<file path="src/rtl/matrix_stream_sink_pkg.sv">
// matrix_stream_sink_pkg: shared FSM state and frame-length helper for matrix stream blocks
package matrix_stream_sink_pkg;
  typedef enum logic [1:0] {RECV, HOLD, DROP} state_t;
  function automatic int frame_len(input int size);
    return size * size;
  endfunction
endpackage

</file>
<file path="src/rtl/matrix_buf_1w1r.sv">
// matrix_buf_1w1r: one-write, one-registered-read element buffer; same-address read returns old data
module matrix_buf_1w1r #(
  parameter int DEPTH = 16,
  parameter int DATA_WIDTH = 32,
  parameter int AW = 4
) (
  input  logic                  clk,
  input  logic                  rst,
  input  logic                  we,
  input  logic [AW-1:0]         waddr,
  input  logic [DATA_WIDTH-1:0] wdata,
  input  logic                  re,
  input  logic [AW-1:0]         raddr,
  output logic [DATA_WIDTH-1:0] rdata,
  output logic                  rvalid
);
  logic [DATA_WIDTH-1:0] mem [DEPTH];
  always_ff @(posedge clk)
    if (we) mem[waddr] <= wdata;
  always_ff @(posedge clk)
    if (rst) begin
      rvalid <= 1'b0;
      rdata  <= '0;
    end else begin
      rvalid <= re;
      if (re) rdata <= (32'(raddr) < DEPTH) ? mem[raddr] : '0;
    end
endmodule

</file>
<file path="src/rtl/matrix_stream_sink.sv">
// matrix_stream_sink: collects SIZE*SIZE-beat matrices from a stream, holds a good one until released
module matrix_stream_sink
  import matrix_stream_sink_pkg::*;
#(
  parameter int SIZE = 4,
  parameter int DATA_WIDTH = 32
) (
  input  logic                          clk,
  input  logic                          rst,
  input  logic [DATA_WIDTH-1:0]         s_tdata,
  input  logic                          s_tvalid,
  input  logic                          s_tlast,
  output logic                          s_tready,
  input  logic [$clog2(SIZE*SIZE)-1:0]  rd_addr,
  input  logic                          rd_en,
  output logic [DATA_WIDTH-1:0]         rd_data,
  output logic                          rd_valid,
  output logic                          full,
  input  logic                          host_release,
  output logic                          frame_err,
  output logic [15:0]                   frame_count
);
  localparam int DEPTH = frame_len(SIZE);
  localparam int AW = $clog2(DEPTH);
  localparam logic [AW-1:0] LAST = AW'(DEPTH - 1);
  state_t state, state_n;
  logic [AW-1:0] wr_idx, wr_idx_n;
  logic [15:0] count_n;
  logic err_n, xfer, at_last;
  // ready depends only on registered state, never on s_tvalid
  assign s_tready = state != HOLD;
  assign full     = state == HOLD;
  assign xfer     = s_tvalid && s_tready;
  assign at_last  = wr_idx == LAST;
  always_ff @(posedge clk)
    if (rst) begin
      state       <= RECV;
      wr_idx      <= '0;
      frame_err   <= 1'b0;
      frame_count <= '0;
    end else begin
      state       <= state_n;
      wr_idx      <= wr_idx_n;
      frame_err   <= err_n;
      frame_count <= count_n;
    end
  always_comb begin
    state_n  = state;
    wr_idx_n = wr_idx;
    err_n    = 1'b0;
    count_n  = frame_count;
    case (state)
      RECV: if (xfer) begin
        wr_idx_n = (at_last || s_tlast) ? '0 : wr_idx + 1'b1;
        err_n    = at_last != s_tlast;
        state_n  = at_last ? (s_tlast ? HOLD : DROP) : RECV;
        count_n  = (at_last && s_tlast) ? frame_count + 16'd1 : frame_count;
      end
      HOLD: state_n = host_release ? RECV : HOLD;
      DROP: state_n = (xfer && s_tlast) ? RECV : DROP;
      default: state_n = RECV;
    endcase
  end
  matrix_buf_1w1r #(.DEPTH(DEPTH), .DATA_WIDTH(DATA_WIDTH), .AW(AW)) u_buf (
    .clk    (clk),
    .rst    (rst),
    .we     (xfer && state == RECV),
    .waddr  (wr_idx),
    .wdata  (s_tdata),
    .re     (rd_en),
    .raddr  (rd_addr),
    .rdata  (rd_data),
    .rvalid (rd_valid)
  );
endmodule

</file>
<file path="config.mk">
export PLATFORM = sky130hd
export DESIGN_NAME = matrix_stream_sink
export DESIGN_NICKNAME = d
export VERILOG_FILES = /design/src/rtl/matrix_stream_sink_pkg.sv /design/src/rtl/matrix_buf_1w1r.sv /design/src/rtl/matrix_stream_sink.sv
export SDC_FILE = /design/constraint.sdc
export NUM_CORES = 1
export LEC_CHECK = 0
export CORE_MARGIN = 10
export CORE_UTILIZATION = 30
export DETAILED_ROUTE_END_ITERATION = 7
export PLACE_DENSITY = 0.5
export SLEW_MARGIN = 5
export SYNTH_ARGS = -nofsm -noshare
export SYNTH_HDL_FRONTEND = slang
export SYNTH_SLANG_ARGS = --single-unit
</file>
<file path="constraint.sdc">
create_clock -name clk -period 4.23 [get_ports clk]
set_input_delay 0.423 -clock clk [delete_from_list [all_inputs] [get_ports clk]]
set_output_delay 0.423 -clock clk [all_outputs]
set_load 0.02 [all_outputs]
</file>
---- After elaboration in Yosys (flattened, before gate mapping) ----
Memories as Yosys holds them, arrays and structs flattened. A register that Yosys moved wholly into a read port is not among the register bits.
Index checks and enable logic that the tools add are counted.
Widths: inputs -> output; s select.
operators by class
  add/subtract/negate cells ............... 2
  equal/unequal tests ..................... 6
  mux-type cells .......................... 9
  bitwise operators ....................... 2
  reductions and logical operators ........ 9
operators with widths
  operator               number
  $add 16x1->16 const B  1
  $mux 2                 4
  $pmux 2 s3             1
  $add 4x1->4 const B    1
  $eq 4x4->1 const B     1
  $logic_and 1x1->1      4
  $mux 4                 1
  $mux 1                 3
  $reduce_and 3->1       1
  $reduce_or 3->1        1
  $eq 2x1->1 const B     1
  $eq 2x2->1 const B     1
  $logic_not 2->1        1
  $ne 2x1->1 const B     1
  $ne 2x2->1 const B     1
  $not 1->1              2
  $reduce_and 2->1       1
  $logic_or 1x1->1       1
  $ne 1x1->1             1
word-level totals
  bits in registers ....................... 24
  memory bits (writable) .................. 512
  input bits .............................. 42
  output and inout bits ................... 52
  logic and storage cells ................. 34
  memories kept ........................... 1
memories
  name       depth  width  read ports  clocked after memory_dff  wr ports  RTL line               RTL
  u_buf.mem  16     32     1           1                         1         matrix_buf_1w1r.sv:17  logic [DATA_WIDTH-1:0] mem [DEPTH];

---- Logic depth before layout (Yosys ltp) ----
Gate-level depths: netlist of run 1.
  word-level depth ........................ 5
  depth in mapped cells ................... 8
  mapped depth without buffers ............ 7

---- Cells and area by module ----
Synthesis of run 1 repeated with hierarchy kept, for this count alone.
unflattened totals
  cells, all modules ...................... 1341
  area, all modules ....................... 22011.1 um2
by module, submodules not included
  module              instances  cells each  area an instance (um2)  sequential area each (um2)
  matrix_buf_1w1r     1          1218        20917.6                 16035.4
  matrix_stream_sink  1          123         1093.5                  460.4

---- Worst setup path before layout of run 1 ----
OpenSTA, ideal clock, no wires.
  kind .................................... register to register
  start point ............................. reg state[1]
  end point ............................... mem u_buf.mem[0][0] (enable)
  library setup time ...................... 461 ps
  arrival ................................. 3148 ps
  required time ........................... 3769 ps
  path slack .............................. 621 ps
  stages on the path, launching flop included .. 6
  path buffers ............................ 1
  clock period less this slack ............ 3609 ps
  cell sequence ........................... dfxtp_1 nor2_1 and2_1 clkbuf_1 nand2_1 nor3_1
between the ends
  word-level cells in the longest chain between the ends .. 5
  elaborated cells on any way between the ends .. 6
ends and longest elaborated chain
  element                           RTL line                  RTL
  start: declaration                matrix_stream_sink.sv:26  state_t state, state_n;
  start signal: assignment          matrix_stream_sink.sv:42  state <= state_n;
  $ne 2x1->1                        matrix_stream_sink.sv:31  assign s_tready = state != HOLD;
  $logic_and 1x1->1                 matrix_stream_sink.sv:33  assign xfer = s_tvalid && s_tready;
  $logic_and 1x1->1 (*)             matrix_stream_sink.sv:67  .we (xfer && state == RECV),
  $mux 1 (*)                        matrix_buf_1w1r.sv:19     if (we) mem[waddr] <= wdata;
  $mux 1 (not written as such) (*)  matrix_buf_1w1r.sv:19
  end: declaration                  matrix_buf_1w1r.sv:17
Mark *: on every way between the ends. The rest lies on a longest branch, timed or not.

---- Final worst setup path of run 1 ----
  start point ............................. reg wr_idx[0]
  end point ............................... reg frame_count[12]
between the ends
  word-level cells in the longest chain between the ends .. 3
ends and longest elaborated chain
  element                     RTL line                  RTL
  start: declaration          matrix_stream_sink.sv:27  logic [AW-1:0] wr_idx, wr_idx_n;
  start signal: assignment    matrix_stream_sink.sv:43  wr_idx <= wr_idx_n;
  $eq 4x4->1                  matrix_stream_sink.sv:34  assign at_last = wr_idx == LAST;
  $logic_and 1x1->1           matrix_stream_sink.sv:57  count_n = (at_last && s_tlast) ? frame_count + 16'd1 : frame_count;
  $reduce_and 3->1 (no line)  --
  end signal: assignment      matrix_stream_sink.sv:45  frame_count <= count_n;
  end: declaration            matrix_stream_sink.sv:21  output logic [15:0] frame_count
Every way passes these cells.
A chain may end at the register's enable or synchronous reset.

==> results of run 1 <==
placed cells by master (no fill, tap or decap), types with 11 or more instances in the layout:
cell type,synthesis,final
a21oi_1,76,76
nand2_1,114,114
edfxtp_1,512,512
buf_4,0,33
clkinv_2,0,12
a22oi_1,64,64
dfxtp_1,56,56
nor2_4,0,14
nor2_1,25,11
clkbuf_16,0,61
clkbuf_1,46,21
clkdlybuf4s50_1,0,92
mux2i_1,256,256
nand3_1,104,104
routing by layer:
metal	GRT usage, %	routed length [um]
met2	20.3	25100
met1	16.1	23300
met4	2.72	799
met3	2.62	2600
met5	0	0
how the worst max path moves through the flow:
stage                            end  slack, ns  cells after the start
global route         frame_count[14]       1.46                      7
detailed placement  u_buf.mem[5][19]       1.13                      5
CTS                  frame_count[14]       1.67                      8
floorplan            u_buf.mem[0][0]       0.62                      5
global placement    u_buf.mem[5][17]       1.18                      5
finish               frame_count[12]       1.68                      8
tightest hold or removal path: cells and delay by family, from the launching register on:
kind | cells | cell delay, ns
flip-flops | 1 | 0.33
AND/OR/NAND/NOR | 2 | 0.10
area by class of cell:
| cell class | instances | area [sq um] |
|---|---|---|
| inverters | 5 | 18.8 |
| clock inverters | 25 | 181 |
| multi-input cells | 707 | 5140 |
| clock buffers | 88 | 1680 |
| flip-flops and latches | 568 | 16500 |
| well taps | 950 | 1190 |
| fillers | 6760 | 45700 |
| repair buffers | 132 | 1300 |
per-stage QoR:
stage / utilization (%) / worst slack (ns) / hold slack, ns
2_1_floorplan: - / 0.621 / 0.477
3_5_place_dp: 33.7 / 1.13 / 0.449
5_1_grt: 36.2 / 1.46 / 0.484
6_report: 36.2 / 1.68 / 0.460
4_1_cts: 36.2 / 1.67 / 0.463
3_3_place_gp: 33.7 / 1.18 / 0.447
state kept, by name, indices dropped and copies added (netlist names):
register,cells
frame_count,16
frame_err,1
state,2
u_buf.mem,512
u_buf.rdata,32
u_buf.rvalid,1
wr_idx,4
power by group:
part | internal, mW | leakage, nW | total [mW] | switching [mW]
logic | 0.219 | 2.94 | 0.592 | 0.373
clock network | 2.80 | 0.907 | 4.92 | 2.12
registers | 6.18 | 5.08 | 6.21 | 0.0299
kinds of logic after synthesis:
logic type | Yosys count | synth area share [%]
fa+ha+maj | 8 | 0.459
buf+inv | 78 | 1.49
simple gates | 285 | 6.13
flops | 568 | 75.6
mux | 257 | 11.8
compound gates | 148 | 4.15
xor+xnor | 9 | 0.361
==> flow_metrics.tcl, run 1 <==
set metrics [dict create \
    cp.arrival_ns 3.09 \
    drv_slew 0 \
    ys_seq_area_share_pct 75.6 \
    syn_inst 1353 \
    worstRegToRegCells 8 \
    p_per_area_mw_per_mm2 451 \
    fin_total_pwr_mw 11.7 \
    fin_crit_sh_pct 60.3 \
    setup_viol 0 \
    ir_drop_uv 319 \
    ctsResizeCount 0 \
    gr-total-overflow 0 \
    rsz0062_at_grt "false" \
    drt-total-wl_mm 51.9 \
    drive_gt1_share_pct 9.84 \
    maxSlewHeadroom_pct 26.1 \
    initial_core_util_pct 30.4 \
    dpl.hpwl_mm 29.2 \
    hold_depth 2 \
    cts.sinks 568 \
    crit_start "wr_idx[0]" \
    synth_top_area_share_pct 70.5 \
    num_vias 11700 \
    gp_congestion 0.746 \
    hold_path_end "u_buf.rdata[6]" \
    insertion_delay_ns 0.63 \
    cp_num_buf_inv 1 \
    synthArstFlopShare_pct 0 \
    crit_required_ns 4.77 \
    start_kind "register" \
    yosys_most_used_dff "edfxtp_1" \
    cpMostUsedCell "ha_1" \
    area_growth_pct 19.2 \
    io_pins 94 \
    final-hold-violation-count 0 \
    fin_skew_ns 0.0281 \
    grt_use_total_pct 12.2 \
    p_leak_nw 8.93 \
    io_buffers 93 \
    postCtsHoldBufs 0 \
    synth_fp_nets 1403 \
    r2r-end "frame_count[12]" \
    mappedNetlistArea_sq_mm 0.0218 \
    crit_slowest_cell "or4_1" \
    numCtsBuffers 61 \
    reg2reg_slack_ns 1.68 \
    crit_chain "ha_1, and3_1, ha_1, nor4bb_1, buf_4, nand2_1, or4_1, a21oi_1" \
    synth_cell_types 35 \
    outcome "complete, no violations" \
    crit_path_max_incr_delay_ns 0.53 \
    synth.avg_cell_area_sq_um 16.1 \
    worst_pin_slew_ns 1.11 \
    first_global_vias 12100 \
    drc 0 \
    critPathKind "reg -> reg" \
    postRouteAntennaNets 0 \
    die_h_um 290 \
    cpLargestDelayFamily "simple AND/OR/NAND/NOR gates" \
    worstHoldStart "u_buf.rdata[6]" \
    synth_edf_count 512 \
    finalCriticalPeriod_ns 2.55 \
    clockBufferDepth 3 \
    antenna-diode-count 0 \
    cp_max_fo 7 \
    htreeDepth 2 \
    synth_most_common_cell "edfxtp_1" \
    dp.cells 2362 \
    synth-seq-cells 568 \
    r2r-start "wr_idx[0]" \
    synth_commonest_cells "512 x edfxtp_1, 256 x mux2i_1, 114 x nand2_1" \
    num_rows 98 \
    fin_cells 2475 \
    coreArea_sq_mm 0.0717 \
    postCtsSetupBuffers 0 \
    max_cap_violations 0 \
    hp-class "reg -> reg" \
    cts_tree "built" \
    fmax_mhz 392 \
    clockRootBuffer "clkbuf_16" \
    ys_warn_count 0 \
    die_w_um 290 \
    yosys.area.top_type "edfxtp_1" \
    grt_pass1_wl_mm 77.5 \
    antenna_found_initial 0 \
    final_nets 1525 \
    die-area_sq_mm 0.0839 \
    postPlaceCellArea_sq_mm 0.0241 \
    tns_ns 0 \
    first_iter_violations 832 \
    wl_per_cell_um 21.0 \
    fin_area_sq_mm 0.0260 \
    crit_path_end_kind "register" \
    viasPerCell 4.74 \
    first_pass_iters 5 \
    netlist_top_cells_area "edfxtp_1 70%, mux2i_1 12%, dfxtp_1 5.1%" \
    grt_max_degree 62 \
    clk_pin_slew_worst_paths_ns 0.06 \
]
Power figures use the tool's default switching activity.
==> run 2, diff against run 1 <==
--- a/config.mk
+++ b/config.mk
@@ -8,7 +8,7 @@
 export CORE_MARGIN = 10
 export CORE_UTILIZATION = 30
 export DETAILED_ROUTE_END_ITERATION = 7
-export PLACE_DENSITY = 0.5
+export PLACE_DENSITY = 0.52
 export SLEW_MARGIN = 5
 export SYNTH_ARGS = -nofsm -noshare
 export SYNTH_HDL_FRONTEND = slang
==> constraint.sdc (replaced) <==
create_clock -name clk -period 2.1 [get_ports clk]
set_input_delay 0.21 -clock clk [delete_from_list [all_inputs] [get_ports clk]]
set_output_delay 0.21 -clock clk [all_outputs]
set_load 0.02 [all_outputs]
==> flow_metrics.tcl, run 2 (synthesis results as in run 1) <==
set metrics [dict create \
    first_iter_violations 733 \
    fin_crit_sh_pct 98.0 \
    internal-power_mw 19.1 \
    setup_viol 0 \
    p_per_area_mw_per_mm2 894 \
    cpLargestDelayFamily "simple AND/OR/NAND/NOR gates" \
    ir_drop_uv 596 \
    num_vias 11900 \
    final-hold-violation-count 0 \
    grt_max_degree 46 \
    critPathKind "reg -> reg" \
    first_pass_iters 4 \
    io_buffers 93 \
    maxSlewHeadroom_pct 51.1 \
    mostFrequentLayoutCells "512 x edfxtp_1, 256 x mux2i_1, 110 x nand2_1, 104 x nand3_1, 90 x clkdlybuf4s50_1" \
    antenna-diode-count 0 \
    finalCriticalPeriod_ns 2.06 \
    hp-class "in -> reg" \
    crit_required_ns 2.63 \
    hold_ws_ns 0.129 \
    cts.sinks 568 \
    drive_gt1_share_pct 14.0 \
    postRouteAntennaNets 0 \
    setup_slack_ns 0.0430 \
    rsz0062_at_grt "false" \
    clockBufferDepth 3 \
    dpl.hpwl_mm 32.3 \
    die_h_um 290 \
    cp_max_fo 5 \
    crit_slowest_cell "or4_4" \
    clk_pin_slew_worst_paths_ns 0.06 \
    fin_skew_ns 0.0411 \
    combinationalPowerShare_pct 5.4 \
    final_nets 1578 \
    initial_core_util_pct 30.4 \
    num_rows 98 \
    drt-total-wl_mm 53.7 \
    drc 0 \
    cp_num_buf_inv 0 \
    clockPowerShare_pct 43.0 \
    cts_tree "built" \
    cp.arrival_ns 2.59 \
    gp_congestion 0.727 \
    largest_register_ffs 512 \
    die_w_um 290 \
    crit_chain "ha_2, and3_4, ha_4, nand4bb_4, or4_4, or3_4, a21oi_2" \
    switching_share_pct 21.3 \
    io_pins 94 \
    final_common_cell "edfxtp_1" \
    insertion_delay_ns 0.63 \
    largestRegisters "u_buf.mem (512), u_buf.rdata (32), frame_count (16)" \
    clockRootBuffer "clkbuf_16" \
    viasPerCell 4.73 \
    max_cap_violations 0 \
    start_kind "register" \
    wl_per_cell_um 21.3 \
    dp_slack_ns -0.0902 \
    seq_power_share_pct 51.6 \
    first_global_vias 12300 \
    p_leak_nw 9.37 \
    coreArea_sq_mm 0.0717 \
    htreeDepth 2 \
    die-area_sq_mm 0.0839 \
    max_flop_register "u_buf.mem" \
    area_growth_pct 24.3 \
    outcome "complete, no violations" \
    crit_path_max_incr_delay_ns 0.52 \
    antenna_found_initial 0 \
    numCtsBuffers 59 \
    gr-total-overflow 0 \
    fmax_mhz 486 \
    grt_use_total_pct 12.7 \
    p_switching_mw 5.15 \
    worst_pin_slew_ns 0.731 \
    crit_path_end_kind "register" \
    postCtsHoldBufs 0 \
    grt_pass1_wl_mm 80.4 \
    drv_slew 0 \
]
## run 2: power by group through the flow
stage | clock (mW) | sequential (mW) | combinational (mW)
after global placement | 0 | 12.7 | 1.33
after global routing | 11.2 | 12.5 | 1.42
after CTS | 10.7 | 12.5 | 1.34
after floorplan | 0 | 12.8 | 0.566
final | 10.4 | 12.5 | 1.31
after detailed placement | 0 | 12.7 | 1.33
## run 2: stage by stage
stage	cell area (sq um)	utilization (%)	instances	TNS, ns	power [mW]
5_1_grt	27100	37.8	2524	0	25.1
2_1_floorplan	22000	-	1353	-4.42	13.4
3_5_place_dp	25100	35.0	2416	-0.156	14.1
4_1_cts	27100	37.7	2523	-0.120	24.5
6_report	27100	37.8	2524	0	24.2
3_3_place_gp	25100	35.0	2416	-0.216	14.1
## run 2: area by class of cell
cell class                 count  area (sq um)
clock inverter                29           334
inverter                       5          18.8
sequential                   568         16500
fill                        6616         44600
clock buffer                  78          1610
timing repair buffer         187          2230
multi-input combinational    707          5230
tap                          950          1190
## run 2: path summary, 6_finish.rpt
path	slack, ns	start	cells after the start	to
max	0.04	wr_idx[1]	7	frame_count[13]
min	0.13	rd_addr[2]	5	u_buf.rdata[29]
max reg2reg	0.04	wr_idx[1]	7	frame_count[13]
min reg2reg	0.46	u_buf.rdata[28]	2	u_buf.rdata[28]
## run 2: tightest hold or removal path: cells and delay by family
family,cells,cell delay [ns]
buffers and inverters,1,0.17
multiplexers,1,0.15
AND/OR/NAND/NOR,3,0.19
## run 2: timing repair
| item | CTS | global route |
|---|---|---|
| endpoints found under the setup margin | 4 | 5 |
| buffers inserted | 0 | 1 |
| resized for setup | 2 | 7 |
| pin swaps | 0 | 3 |
| hold endpoints to repair | 0 | 0 |
## run 2: layer usage
layer / GRT usage, % / wire length [um] / vias up
met4: 2.99 / 897 / 0
li1: - / - / 5564
met1: 17.1 / 24500 / 6100
met3: 2.40 / 2300 / 57
met2: 20.7 / 25900 / 222
met5: 0 / 0 / -
==> run 3, diff against run 2 <==
--- a/config.mk
+++ b/config.mk
@@ -5,9 +5,11 @@
 export SDC_FILE = /design/constraint.sdc
 export NUM_CORES = 1
 export LEC_CHECK = 0
+export ABC_AREA = 1
 export CORE_MARGIN = 10
 export CORE_UTILIZATION = 30
 export DETAILED_ROUTE_END_ITERATION = 7
+export GPL_ROUTABILITY_DRIVEN = 0
 export PLACE_DENSITY = 0.52
 export SLEW_MARGIN = 5
 export SYNTH_ARGS = -nofsm -noshare
==> flow_metrics.tcl, run 3 <==
set metrics [dict create \
    io_pins 94 \
    p_switching_mw 5.43 \
    crit_chain "inv_2, nand2_1, inv_1, clkdlybuf4s50_1" \
    synth_top_family_by_area "simple AND/OR/NAND/NOR gates" \
    largestRegisters "u_buf.mem (512), u_buf.rdata (32), frame_count (16)" \
    drc 0 \
    max_cap_violations 0 \
    antenna_found_initial 0 \
    postCtsHoldBufs 0 \
    num_rows 101 \
    worst_pin_slew_ns 0.763 \
    fin_crit_sh_pct 94.7 \
    fmax_mhz 503 \
    die_h_um 298 \
    first_pass_iters 5 \
    cts.sinks 568 \
    fin_skew_ns 0.0199 \
    clockBufferDepth 3 \
    drv_slew 0 \
    postCtsSetupBuffers 0 \
    seq_power_share_pct 51.3 \
    first_iter_violations 1260 \
    outcome "complete, no violations" \
    crit_slowest_cell "clkdlybuf4s50_1" \
    hp-class "in -> reg" \
    gr-total-overflow 0 \
    critPathKind "reg -> out" \
    cp.arrival_ns 1.78 \
    largest_register_ffs 512 \
    crit_required_ns 1.89 \
    finalCriticalPeriod_ns 1.99 \
    netlist_top_cells_area "edfxtp_1 66%, nand2_1 12%, nand3_1 9.1%" \
    switching_share_pct 22.2 \
    mappedNetlistArea_sq_mm 0.0232 \
    grt_max_degree 94 \
    numCtsBuffers 58 \
    ctsResizeCount 0 \
    cp_max_fo 4 \
    drt-total-wl_mm 61.0 \
    ir_drop_uv 679 \
    start_kind "register" \
    die-area_sq_mm 0.0887 \
    grt_use_total_pct 13.4 \
    max_flop_register "u_buf.mem" \
    synth_top_area_share_pct 66.4 \
    dp.cells 3149 \
    hold_ws_ns 0.0705 \
    postRouteAntennaNets 0 \
    ys_seq_area_share_pct 71.2 \
    viasPerCell 4.65 \
    synthSimpleGateAreaFrac_pct 23.3 \
    synth.area.mux_share_pct 0 \
    drive_gt1_share_pct 9.16 \
    combinationalPowerShare_pct 6.8 \
    syn_inst 2063 \
    internal-power_mw 19.0 \
    io_buffers 93 \
    p_leak_nw 10.1 \
    cts_tree "built" \
    rsz0062_at_grt "false" \
    clockRootBuffer "clkbuf_16" \
    wl_per_cell_um 18.7 \
    area_growth_pct 19.4 \
    first_global_vias 15100 \
    dpl.hpwl_mm 36.6 \
    cp_num_buf_inv 3 \
    synth_most_common_cell "nand2_1" \
    num_vias 15200 \
    final_common_cell "nand2_1" \
    p_per_area_mw_per_mm2 883 \
    insertion_delay_ns 0.61 \
    mostFrequentLayoutCells "727 x nand2_1, 512 x edfxtp_1, 423 x nand3_1, 94 x nor2_1, 87 x clkdlybuf4s50_1" \
    grt_pass1_wl_mm 93.4 \
    cpLargestDelayFamily "buffers and inverters" \
    crit_path_end_kind "output port" \
    synthXorXnorAreaFrac_pct 0.0378 \
    clockPowerShare_pct 41.9 \
    yosys_most_used_dff "edfxtp_1" \
    antenna-diode-count 0 \
    synth_compound_area_share_pct 0.556 \
    fin_cells 3257 \
    synth_fp_nets 2113 \
    setup_viol 0 \
    ys_warn_count 0 \
    coreArea_sq_mm 0.0762 \
    die_w_um 298 \
    final-hold-violation-count 0 \
    synth-seq-cells 568 \
    synth.avg_cell_area_sq_um 11.2 \
    initial_core_util_pct 30.4 \
    synthArstFlopShare_pct 0 \
    synth_commonest_cells "727 x nand2_1, 512 x edfxtp_1, 423 x nand3_1" \
    synth_edf_count 512 \
    yosys.area.top_type "edfxtp_1" \
    clk_pin_slew_worst_paths_ns 0.06 \
    synth_cell_types 32 \
    final_nets 2229 \
    crit_path_max_incr_delay_ns 0.60 \
    n_fill_cell 7387 \
    synth_fa_ha_area_share_pct 0.432 \
    maxSlewHeadroom_pct 49.1 \
    htreeDepth 2 \
]
## run 3: cell count changes after synthesis, sizes merged, moves of 22 or more
cell / before / now
clkbuf: 46 / 24
nand2: 114 / 728
inv: 5 / 64
nand3: 104 / 424
mux2i: 256 / 0
a22oi: 64 / 0
nor2: 25 / 114
a21oi: 76 / 11
buf: 27 / 95
## run 3: per-stage QoR
stage	utilization [%]	worst slack (ns)	total power [mW]	TNS (ns)	cell area, sq um
after floorplan	-	-0.431	13.7	-206.62	23200
after global placement	33.8	0.0259	14.4	0	25800
after detailed placement	33.8	0.0402	14.4	0	25800
after CTS	36.3	0.0456	24.7	0	27700
after global routing	36.3	0.00868	25.3	0	27700
final	36.3	0.112	24.4	0	27700
## run 3: cell type report
class | count | area (sq um) | share of cell area (%)
sequential | 568 | 16500 | 59.6
multi-input combinational | 1312 | 5770 | 20.8
timing repair buffer | 175 | 1970 | 7.11
clock buffer | 73 | 1600 | 5.79
tap | 1030 | 1290 | 4.66
clock inverter | 35 | 295 | 1.07
inverter | 64 | 248 | 0.896
## run 3: cells by family after synthesis
kind of cell,after synthesis
fa+ha+maj,8
xor+xnor,1
buf+inv,183
flops,568
compound gates,24
simple gates,1279
## run 3: worst paths after layout
check,slack (ns),depth (start not counted),start,endpoint
worst max-delay path,0.11,4,state[1],full
worst min register to register,0.51,2,frame_count[7],frame_count[7]
worst min-delay path,0.07,4,rst,frame_count[12]
worst max register to register,0.23,12,wr_idx[0],frame_count[10]
## run 3: worst min-delay path, delay by kind of cell
| family | cells | cell delay (ns) |
|---|---|---|
| AND/OR/NAND/NOR | 2 | 0.15 |
| buffers and inverters | 2 | 0.25 |
## run 3: metal layers
metal | wire [um] | global-route usage, % | part of all wire, % | vias up
met5 | 0 | 0 | 0 | -
met2 | 28700 | 21.8 | 47 | 417
li1 | - | - | - | 7310
met4 | 1320 | 3.94 | 2.2 | 0
met1 | 27500 | 18.3 | 45 | 7356
met3 | 3490 | 2.00 | 5.7 | 73
## run 3: power by group through the flow
stage               logic [mW]  clock network [mW]  registers, mW
finish                    1.66                10.2           12.5
global placement          1.67                   0           12.8
global route              1.85                10.9           12.5
detailed placement        1.68                   0           12.8
CTS                       1.69                10.5           12.5
floorplan                0.871                   0           12.8
